`config.mk`:
```
export PLATFORM = sky130hd
export DESIGN_NAME = cc_cond_unit
export DESIGN_NICKNAME = d
export VERILOG_FILES = /design/src/rtl/cc_cond_unit.sv
export SDC_FILE = /design/constraint.sdc
export NUM_CORES = 1
export LEC_CHECK = 0
export CAP_MARGIN = 20
export CORE_AREA = 3 3 40 42
export CTS_CLUSTER_SIZE = 10
export DETAILED_ROUTE_END_ITERATION = 8
export DIE_AREA = 0 0 43 45
export PLACE_DENSITY = 0.59
export SETUP_SLACK_MARGIN = 0.15
export SYNTH_ARGS = -nofsm -noshare
export SYNTH_HDL_FRONTEND = slang
export SYNTH_SLANG_ARGS = --single-unit
```
`constraint.sdc`:
```
create_clock -name clk -period 1.25 [get_ports clk]
set_input_delay 0.25 -clock clk [delete_from_list [all_inputs] [get_ports clk]]
set_output_delay 0.25 -clock clk [all_outputs]
set_load 0.02 [all_outputs]
```
`src/rtl/cc_cond_unit.sv`:
```
`default_nettype none
// ============================================================================
// cc_cond_unit : Y86-64 condition-code register and jXX/cmovXX evaluator.
// Optional macro CC_TRACE_EN adds the cc_upd_cnt update counter output.
// Revision 1.0 - initial release
// ============================================================================
module cc_cond_unit (
  input  logic        clk,
  input  logic        rst,
  input  logic        en,
  input  logic [3:0]  icode,
  input  logic [3:0]  ifun,
  input  logic [2:0]  cf_in,
  input  logic [2:0]  stat_in,
  output logic [2:0]  cc,
  output logic        cnd,
  output logic        cond_err,
  output logic        frozen
`ifdef CC_TRACE_EN
  ,
  output logic [31:0] cc_upd_cnt
`endif
);

  localparam logic [0:0] S_RUN    = 1'b0;
  localparam logic [0:0] S_HALTED = 1'b1;

  localparam logic [3:0] C_ICODE_CMOV = 4'd2;
  localparam logic [3:0] C_ICODE_OPQ  = 4'd6;
  localparam logic [3:0] C_ICODE_JXX  = 4'd7;
  localparam logic [2:0] C_STAT_AOK   = 3'd1;
  localparam logic [2:0] C_CC_RESET   = 3'b001;

  logic [0:0] r_state;
  logic [0:0] w_next_state;
  logic [2:0] r_cc;
  logic       w_set_cc;
  logic       w_is_cond;
  logic       w_lt;
  logic       w_table;

  // A non-AOK edge both freezes the machine and suppresses its own CC write.
  assign w_set_cc = (r_state == S_RUN) && en && (icode == C_ICODE_OPQ) &&
                    (stat_in == C_STAT_AOK);

  always_ff @(posedge clk or posedge rst) begin
    if (rst) begin
      r_state <= S_RUN;
      r_cc    <= C_CC_RESET;
    end else begin
      r_state <= w_next_state;
      if (w_set_cc) begin
        r_cc <= cf_in;
      end
    end
  end

  always_comb begin
    w_next_state = r_state;
    if ((r_state == S_RUN) && en && (stat_in != C_STAT_AOK)) begin
      w_next_state = S_HALTED;
    end
  end

  always_comb begin
    w_is_cond = (icode == C_ICODE_CMOV) || (icode == C_ICODE_JXX);
    w_lt      = r_cc[1] ^ r_cc[2];
    w_table   = 1'b0;
    case (ifun)
      4'd0:    w_table = 1'b1;
      4'd1:    w_table = w_lt | r_cc[0];
      4'd2:    w_table = w_lt;
      4'd3:    w_table = r_cc[0];
      4'd4:    w_table = ~r_cc[0];
      4'd5:    w_table = ~w_lt;
      4'd6:    w_table = ~w_lt & ~r_cc[0];
      default: w_table = 1'b0;
    endcase
    cnd      = w_is_cond && (r_state == S_RUN) && w_table;
    cond_err = w_is_cond && (ifun > 4'd6);
  end

  assign cc     = r_cc;
  assign frozen = (r_state == S_HALTED);

`ifdef CC_TRACE_EN
  logic [31:0] r_upd_cnt;

  always_ff @(posedge clk or posedge rst) begin
    if (rst) begin
      r_upd_cnt <= 32'd0;
    end else if (w_set_cc) begin
      r_upd_cnt <= r_upd_cnt + 32'd1;
    end
  end

  assign cc_upd_cnt = r_upd_cnt;
`endif

endmodule
`default_nettype wire
```
==> results by group <==
Worst setup path
  • Critical Path Start Type: flop
  • Max incr delay on CP: 0.54 ns
  • Worst EP arrival: 1.55 ns
  • Slowest CP cell: dfstp_2
  • Worst setup EP type: output port
  • Worst Path Required: 1.00 ns
  • CP Cell Sequence: nand2b_1 > a311o_1 > nor4b_4 > buf_4
  • Class of the most critical setup path: reg -> out
  • Crit path max fanout: 4

Synthesis
  • Avg Inst Size Synth: 11.2 um^2
  • Yosys top cell area share: 24.9%
  • Synthesized instance count: 27
  • Synth area leaders: dfrtp_1, mux2_1, dfstp_2, nand2b_1, nand4b_2
  • Synth cell count leaders: dfrtp_1, mux2_1, nand2b_1
  • Seq cells post-synth: 4
  • Top cell type by total area after synthesis: dfrtp_1
  • Netlist cell types: 20
  • YS warnings: 0
  • Synthesized cell area: 302 um^2
  • Ys flop type: dfrtp_1
  • Syn nets: 44
  • Sequential share of the synthesized area: 33.6%
  • Post-synthesis async set-or-reset flop share: 100%
  • Number of synthesized flops with an enable pin: 0

Routing
  • DR DRC count: 0
  • Routed vias/inst: 4.54
  • Drt total wl: 991 um
  • Number of DRC markers in iteration 0: 1
  • Drt wl/cell: 12.7 um
  • DR vias: 354
  • Pre-antenna DRT Iters: 2
  • Antenna-violating nets left: 0

CTS
  • CTS HTree Levels: 1
  • CTS tree: done
  • Clk_lat worst skew: 0.24 ns
  • Clk pin slew, worst setup/hold paths: 0.04 ns
  • CTS buffer count: 3
  • Root Driver: clkbuf_4
  • Clk buf depth: 2
  • CTS sink cnt: 4

Pwr
  • Pint: 0.323 mW
  • PD cells: 587 nW/um^2
  • Sequential Power Share: 31.1%
  • Peak supply drop: 0.000485 V
  • Clk pwr share: 42.1%
  • Comb power frac: 26.8%
  • Psw: 0.0992 mW
  • Leak: 0.347 nW
  • Pwr Total: 0.422 mW
  • Switching Fraction: 23.5%

Layout
  • Share of layout cells above drive strength 1: 54.0%
  • Final nets: 81
  • Layout area overhead: 139%
  • Antenna Cells: 0
  • Fill count: 122

Floorplan
  • Site Rows: 13
  • # IOs: 23
  • Full die area: 1940 um^2
  • Starting Density: 23.5%
  • Die X: 43 um
  • Die Ht: 45 um
  • Core ar.: 1280 um^2

Outcome
  • Violated checks: setup timing
  • Status: finished with violations

Timing
  • Fin. Hold Viols: 0
  • RSZ-0062 raised after global routing: true
  • Skew final: 0.00716 ns
  • Headroom to the max-slew limit: 85.2%
  • Final worst slack: -0.550 ns
  • Max Slew Vio Count: 0
  • Worst slew pin tran: 0.223 ns
  • Shortest period the worst path allows: 1.80 ns
  • Total negative slack: -0.984 ns
  • Fin crit share: 144%
  • Final setup viols: 5
  • Max Fclk: 556 MHz

Global routing
  • Gr usage total: 10.9%
  • Total gr overflow: 0
  • Initial antenna violation count: 0
  • Vias in the first global route: 365
  • Largest net degree at the start of global routing: 6
  • First-pass GRT wire length: 1590 um

Placed design
  • Number of buffers added on ports: 22
  • Final GP Congestion: 0.724
  • Place WS: -1.06 ns

Hold path
  • Hold Path Class: in -> async

Flow run
  • MaxCap Viol Count: 0
[registers in the layout (all words and copies together) (netlist names)]
name,flops
cc,3
frozen,1
[path summary, 6_finish.rpt]
kind | startpoint | to | slack [ns] | cells after the start
setup / recovery | cc[0]$_DFFE_PP1P_ | cnd | -0.55 | 4
hold / removal | rst | cc[1]$_DFFE_PP0P_ | 0.19 | 2
setup reg to reg | frozen$_DFFE_PP0P_ | cc[2]$_DFFE_PP0P_ | -0.16 | 4
hold reg to reg | frozen$_DFFE_PP0P_ | frozen$_DFFE_PP0P_ | 0.60 | 2
max in group asynchronous | rst | cc[0]$_DFFE_PP1P_ | 0.83 | 2
min in group clk | icode[0] | cc[0]$_DFFE_PP1P_ | 0.42 | 3
[cells by family (layout without fill, tap and decap cells)]
logic type / count (synthesis) / count (layout) / share of synthesized area (%)
XOR/XNOR: 2 / 2 / 5.81
AND/OR/NAND/NOR: 9 / 9 / 28.2
multiplexers: 4 / 4 / 14.9
flip-flops: 4 / 4 / 33.6
AO/OA/AOI/OAI: 6 / 6 / 14.9
buffers and inverters: 2 / 38 / 2.49
[worst max-delay path: cells and delay by family, from the launching register on]
family,cells,cell delay (ns)
buf+inv,1,0.17
compound gates,1,0.30
flops,1,0.54
simple gates,2,0.31
[routing by layer]
metal	global-route usage (%)	wire length, um	up-vias	share of wire [%]
met4	7.23	0	0	0
met3	1.99	80	0	8.1
li1	-	-	176	-
met1	14.4	401	163	40
met5	0	0	-	0
met2	16.2	510	15	51
[power by group through the flow]
| stage | Clock [mW] | Sequential, mW | Combinational, mW |
|---|---|---|---|
| 2_1_floorplan | 0 | 0.133 | 0.0253 |
| 3_3_place_gp | 0 | 0.133 | 0.101 |
| 3_5_place_dp | 0 | 0.133 | 0.102 |
| 4_1_cts | 0.184 | 0.131 | 0.102 |
| 5_1_grt | 0.190 | 0.131 | 0.123 |
| 6_report | 0.178 | 0.131 | 0.113 |
[cells in the final DEF (no fill, tap or decap)]
cell type | netlist | routed
nand4b_4 | 0 | 1
mux2_1 | 3 | 1
o21bai_1 | 1 | 1
nand2b_1 | 3 | 3
and4bb_1 | 1 | 1
a211oi_1 | 1 | 1
o31a_1 | 1 | 1
dlygate4sd2_1 | 0 | 2
nor2_1 | 1 | 1
buf_4 | 0 | 6
mux2_4 | 0 | 2
clkbuf_4 | 0 | 3
nand3b_1 | 1 | 1
buf_2 | 0 | 2
nor4b_4 | 0 | 1
clkdlybuf4s50_1 | 0 | 8
dfstp_2 | 1 | 1
nor3b_4 | 0 | 1
clkdlybuf4s15_1 | 0 | 3
a311o_1 | 1 | 1
buf_6 | 0 | 11
dfrtp_1 | 3 | 2
mux2_2 | 1 | 1
o21ai_2 | 0 | 1
dfrtp_2 | 0 | 1
xnor2_2 | 0 | 1
clkbuf_1 | 0 | 1
xor2_2 | 0 | 1
inv_1 | 2 | 2
a31oi_4 | 0 | 1
[area by class of cell]
class	instances	area, um^2	area share, %
multi-input cells	21	258	35.8
well taps	15	18.8	2.61
repair buffers	32	307	42.6
clock buffers	4	26.3	3.65
flip-flops and latches	4	103	14.3
inverters	2	7.51	1.04
[per-stage QoR]
stage | hold slack, ns | area [um^2] | std cells | util [%]
2_1_floorplan | 0.0153 | 312 | 27 | -
3_3_place_gp | 0.446 | 618 | 73 | 48.1
3_5_place_dp | 0.448 | 618 | 73 | 48.1
4_1_cts | 0.194 | 668 | 77 | 52.0
5_1_grt | 0.205 | 719 | 78 | 56.0
6_report | 0.192 | 719 | 78 | 56.0
[timing repair]
action	CTS	global route
hold buffers	0	0
pin swaps	4	5
resized for setup	63	8
buffers inserted	0	1
setup endpoints to repair	9	10
Note: power is estimated with default switching activity, not from simulation.
